--- src/rtl/mips_multicycle_ctrl.sv ---
`default_nettype none
// ============================================================================
// Module   : mips_multicycle_ctrl
// Brief    : Multicycle MIPS control FSM, datapath strobes and ALU op code
// Revision : 1.0 - initial release
// ============================================================================
module mips_multicycle_ctrl #(
  parameter int BIT_SEL = 3,
  parameter int OP_W    = 6
) (
  input  logic               clk,
  input  logic               rst_n,
  input  logic [OP_W-1:0]    Opcode,
  input  logic [OP_W-1:0]    Funct,
  input  logic               Zero,
  output logic               IorD,
  output logic               MemWrite,
  output logic               IRWrite,
  output logic               RegDst,
  output logic               MemtoReg,
  output logic               RegWrite,
  output logic [1:0]         ALUSrcA,
  output logic [1:0]         ALUSrcB,
  output logic [BIT_SEL:0]   ALUControl,
  output logic [1:0]         PCSrc,
  output logic               PCWrite,
  output logic               illegal_op,
  output logic [3:0]         state_o
);

  localparam int ALU_W = BIT_SEL + 1;

  localparam logic [OP_W-1:0] OP_R    = 6'b000000;
  localparam logic [OP_W-1:0] OP_J    = 6'b000010;
  localparam logic [OP_W-1:0] OP_BEQ  = 6'b000100;
  localparam logic [OP_W-1:0] OP_BNE  = 6'b000101;
  localparam logic [OP_W-1:0] OP_ADDI = 6'b001000;
  localparam logic [OP_W-1:0] OP_SLTI = 6'b001010;
  localparam logic [OP_W-1:0] OP_ANDI = 6'b001100;
  localparam logic [OP_W-1:0] OP_ORI  = 6'b001101;
  localparam logic [OP_W-1:0] OP_LUI  = 6'b001111;
  localparam logic [OP_W-1:0] OP_LW   = 6'b100011;
  localparam logic [OP_W-1:0] OP_SW   = 6'b101011;

  localparam logic [OP_W-1:0] FN_SLL  = 6'b000000;
  localparam logic [OP_W-1:0] FN_SRL  = 6'b000010;

  typedef enum logic [3:0] {
    FETCH  = 4'd0,  DECODE = 4'd1,  MEMADR = 4'd2,  MEMRD  = 4'd3,
    MEMWB  = 4'd4,  MEMWR  = 4'd5,  REXEC  = 4'd6,  RWB    = 4'd7,
    IEXEC  = 4'd8,  IWB    = 4'd9,  BRANCH = 4'd10, JUMP   = 4'd11
  } state_t;

  state_t     state;
  logic       is_mem, is_imm, funct_ok;
  logic [3:0] funct_alu, imm_alu, alu_code;

  always_comb begin
    is_mem = (Opcode == OP_LW) || (Opcode == OP_SW);
    is_imm = 1'b1;
    imm_alu = 4'd0;
    case (Opcode)
      OP_ADDI: imm_alu = 4'd0;
      OP_ANDI: imm_alu = 4'd1;
      OP_ORI:  imm_alu = 4'd3;
      OP_SLTI: imm_alu = 4'd4;
      OP_LUI:  imm_alu = 4'd14;
      default: is_imm  = 1'b0;
    endcase
    funct_ok  = 1'b1;
    funct_alu = 4'd0;
    case (Funct)
      6'b100000: funct_alu = 4'd0;
      6'b100100: funct_alu = 4'd1;
      6'b100111: funct_alu = 4'd2;
      6'b100101: funct_alu = 4'd3;
      6'b101010: funct_alu = 4'd4;
      FN_SLL:    funct_alu = 4'd5;
      FN_SRL:    funct_alu = 4'd6;
      6'b100010: funct_alu = 4'd7;
      6'b011000: funct_alu = 4'd9;
      default:   funct_ok  = 1'b0;
    endcase
  end

  always_ff @(posedge clk or negedge rst_n) begin
    if (!rst_n) begin
      state <= FETCH;
    end else begin
      case (state)
        FETCH:  state <= DECODE;
        DECODE: begin
          if (is_mem)                                      state <= MEMADR;
          else if (Opcode == OP_R)                         state <= REXEC;
          else if (Opcode == OP_BEQ || Opcode == OP_BNE)   state <= BRANCH;
          else if (is_imm)                                 state <= IEXEC;
          else if (Opcode == OP_J)                         state <= JUMP;
          else                                             state <= FETCH;
        end
        MEMADR: state <= (Opcode == OP_LW) ? MEMRD : MEMWR;
        MEMRD:  state <= MEMWB;
        REXEC:  state <= funct_ok ? RWB : FETCH;
        IEXEC:  state <= IWB;
        default: state <= FETCH;  // also recovers encodings 12-15
      endcase
    end
  end

  // Outputs are forced low while reset is held, even though state already reads FETCH.
  always_comb begin
    IorD       = 1'b0;
    MemWrite   = 1'b0;
    IRWrite    = 1'b0;
    RegDst     = 1'b0;
    MemtoReg   = 1'b0;
    RegWrite   = 1'b0;
    ALUSrcA    = 2'd0;
    ALUSrcB    = 2'd0;
    alu_code   = 4'd0;
    PCSrc      = 2'd0;
    PCWrite    = 1'b0;
    illegal_op = 1'b0;
    if (rst_n) begin
      case (state)
        FETCH: begin
          IRWrite = 1'b1;
          ALUSrcB = 2'd1;
          PCWrite = 1'b1;
        end
        DECODE: begin
          ALUSrcB    = 2'd3;
          illegal_op = !(is_mem || is_imm || Opcode == OP_R || Opcode == OP_J ||
                         Opcode == OP_BEQ || Opcode == OP_BNE);
        end
        MEMADR: begin
          ALUSrcA = 2'd1;
          ALUSrcB = 2'd2;
        end
        MEMRD:  IorD = 1'b1;
        MEMWB: begin
          RegWrite = 1'b1;
          MemtoReg = 1'b1;
        end
        MEMWR: begin
          IorD     = 1'b1;
          MemWrite = 1'b1;
        end
        REXEC: begin
          ALUSrcA    = (Funct == FN_SLL || Funct == FN_SRL) ? 2'd2 : 2'd1;
          alu_code   = funct_alu;
          illegal_op = !funct_ok;
        end
        RWB: begin
          RegWrite = 1'b1;
          RegDst   = 1'b1;
        end
        IEXEC: begin
          ALUSrcA  = 2'd1;
          ALUSrcB  = 2'd2;
          alu_code = imm_alu;
        end
        IWB:    RegWrite = 1'b1;
        BRANCH: begin
          ALUSrcA  = 2'd1;
          alu_code = (Opcode == OP_BEQ) ? 4'd10 : 4'd11;
          PCSrc    = 2'd1;
          PCWrite  = Zero;
        end
        JUMP: begin
          PCSrc   = 2'd2;
          PCWrite = 1'b1;
        end
        default: ;
      endcase
    end
  end

  assign ALUControl = ALU_W'(alu_code);
  assign state_o    = state;

endmodule
`default_nettype wire
--- config.mk ---
export PLATFORM = sky130hd
export DESIGN_NAME = mips_multicycle_ctrl
export DESIGN_NICKNAME = d
export VERILOG_FILES = /design/src/rtl/mips_multicycle_ctrl.sv
export SDC_FILE = /design/constraint.sdc
export NUM_CORES = 1
export LEC_CHECK = 0
export CAP_MARGIN = 20
export CORE_AREA = 2 2 47 49
export DETAILED_ROUTE_END_ITERATION = 10
export DIE_AREA = 0 0 49 51
export GPL_TIMING_DRIVEN = 0
export PLACE_DENSITY_LB_ADDON = 0.1
export SYNTH_ARGS = -nofsm -noshare
export SYNTH_HDL_FRONTEND = slang
export SYNTH_SLANG_ARGS = --single-unit
--- constraint.sdc ---
create_clock -name clk -period 4.4 [get_ports clk]
set_clock_uncertainty 0.05 [all_clocks]
set_input_delay 1.1 -clock clk [delete_from_list [all_inputs] [get_ports clk]]
set_output_delay 1.1 -clock clk [all_outputs]
set_load 0.005 [all_outputs]
==> impl_metrics.tcl <==
set metrics [dict create \
    r2r_end "state_o[1]" \
    antenna_found_initial 0 \
    worstPathRequired_ps 3250 \
    dieArea_mm2 0.002499 \
    rows 17 \
    dieWidth_um 49 \
    holdCritPathClass "reg2reg" \
    dp_hpwl_mm 2.096 \
    tns_ps 0 \
    clock_latency_ps 230 \
    synthTopCellsByArea "dfrtp_1 (12%), nor2_1 (7.8%), nor3_1 (5.2%), nand2_1 (3.9%), nand2b_1 (3.6%)" \
    min-delay-start "state_o[2]" \
    yosys_warnings 0 \
    syn-num-nets 149 \
    max_freq_mhz 232.6 \
    leakagePower_nw 0.4611 \
    vias_per_cell 5.694 \
    cts_hold_buf 0 \
    setup_violations 0 \
    post-route-util_pct 60.16 \
    path_cells "clkdlybuf4s50_1, or4_4, nor4_1, o21ai_1, o21ai_1, clkdlybuf4s50_1" \
    power.density_mw_per_mm2 214.5 \
    hold_depth 2 \
    critPathMaxFanout 7 \
    min_period_ps 4298 \
    synthToLayoutAreaGrowth_pct 43.15 \
    rr_startpoint "state_o[3]" \
    holdPathEnd "state_o[0]" \
    outcome "finished, final reports clean" \
    cts_max_level 1 \
    slowest_delay_ps 560 \
    dp.cells 194 \
    mostFrequentLayoutCell "clkdlybuf4s50_1" \
    drive_above_1_share_pct 6.548 \
    path_class "in2out" \
    clock_path_buffers 2 \
    synth_top_area_share_pct 11.54 \
    synth_area_um2 867.1 \
    synth_top_area_cell "dfrtp_1" \
    die_h_um 51 \
    start_kind "input port" \
    root_buffer "clkbuf_4" \
    start_util_pct 42.03 \
    stdcell_count 196 \
    final_nets 185 \
    layout_common_cells "clkdlybuf4s50_1 (32), nor2_1 (18), nor3_1 (9), nand2_1 (9)" \
    wl_per_cell_um 13.62 \
    cap_violations 0 \
    slew-limit-headroom_pct 68.09 \
    avgSynthCellArea_um2 6.471 \
    dpl_cell_area_mm2 0.001222 \
    synthCells 134 \
    dr.pass1.iters 4 \
    cts_setup_buffers 0 \
    timing.final.ws_setup_ps 101.5 \
    grt_pass1_vias 955 \
    largest_register_ffs 4 \
    cts_resized 0 \
    drc 0 \
    drv_slew 0 \
    holdWs_ps 629.8 \
    port-buffer-count 32 \
    clkSinkCount 4 \
    dp_slack_ps 118.9 \
    synth_cell_types 47 \
    grt_max_degree 14 \
    fin_total_pwr_mw 0.2662 \
    worstSetupEndpointType "output pin" \
    r2r_slack_ps 2810 \
    worstPathArrival_ps 3150 \
    gr-usage-all-layers_pct 20.55 \
    period_share_pct 97.69 \
    cts.clk_slew.worst_paths_ps 40 \
    finish.instance_area_mm2 0.001241 \
    core_area_mm2 0.002063 \
    yosys_register_bits 4 \
    num_vias 1116 \
    gr-total-overflow 0 \
    worst-r2r-cell-count 4 \
    rsz0062_at_grt "no" \
    cts_tree "yes" \
    diodes 0 \
    routed_wl_mm 2.670 \
    io_pins 37 \
    yosysSeqAreaShare_pct 11.54 \
    irDropWorstVdd_mv 0.2147 \
    worstMarginPinSlew_ps 477.2 \
    dr.first_iter.drc_count 35 \
    grt_pass1_wl_mm 4.071 \
    cpMaxStageDelayCell "or4_4" \
    gp_congestion 0.8855 \
    cts_buffers 3 \
    ant_nets 0 \
    hold_viol 0 \
]
==> critical path: cells and delay by family <==
family	cells	cell delay, ps
AO/OA/AOI/OAI	2	200
buffers and inverters	2	1050
AND/OR/NAND/NOR	2	800
==> metal layers <==
metal / up-vias / wire length [µm] / part of all wire [%] / global-route usage [%]
met2: 28 / 1374 / 51 / 37.90
met1: 523 / 1188 / 44 / 24.87
met3: 0 / 107 / 4.0 / 1.462
li1: 565 / - / - / -
met5: - / 0 / 0 / 0
met4: 0 / 0 / 0 / 8.095
==> synthesized netlist by cell type, drive strengths merged <==
cell type  count
o21a           2
nand2b         5
nor2b          4
and2           1
or3            2
o21ai          7
a21boi         2
a311oi         2
clkbuf         7
dfrtp          4
a31oi          1
o32a           1
xor2           2
mux2i          2
nor4bb         1
o211ai         1
and3           4
o2bb2ai        1
a211o          1
buf            6
o41ai          1
or4            2
o22a           1
o32ai          1
a21o           1
a21oi          5
nor4           6
nand3          6
xnor2          2
nand2          9
nor3           9
nand3b         1
inv            5
nor2          18
o22ai          2
o31a           1
a32o           3
o21bai         1
nand4          3
mux2           1
==> area by class of cell <==
cell class | instances | area (µm²)
fillers | 217 | 822.0
multi-input cells | 112 | 686.9
repair buffers | 32 | 320.3
flip-flops and latches | 4 | 100.1
plain buffers | 12 | 57.56
well taps | 28 | 35.03
clock buffers | 3 | 22.52
inverters | 5 | 18.77
==> cells by family after synthesis <==
family | after synthesis | synth area share (%)
XOR/XNOR | 4 | 4.041
AO/OA/AOI/OAI | 34 | 28.29
multiplexers | 3 | 3.608
AND/OR/NAND/NOR | 71 | 43.29
flip-flops | 4 | 11.54
buffers and inverters | 18 | 9.236
==> worst max path at each step <==
stage               from            end  slack [ps]  cells after the start
6_report       Opcode[5]  ALUControl[0]         100                      6
4_1_cts        Opcode[5]  ALUControl[0]         120                      6
3_3_place_gp   Opcode[5]  ALUControl[0]         120                      6
2_1_floorplan  Opcode[3]     illegal_op        1250                      5
5_1_grt        Opcode[5]  ALUControl[0]          20                      6
3_5_place_dp   Opcode[5]  ALUControl[0]         120                      6
==> power by group <==
group | total [mW] | internal, mW | switching [mW]
combinational | 0.173 | 0.0835 | 0.0892
sequential | 0.0492 | 0.0426 | 0.00665
clock | 0.0442 | 0.0304 | 0.0138
total | 0.266 | 0.157 | 0.110
(Power assumes the default switching activity.)
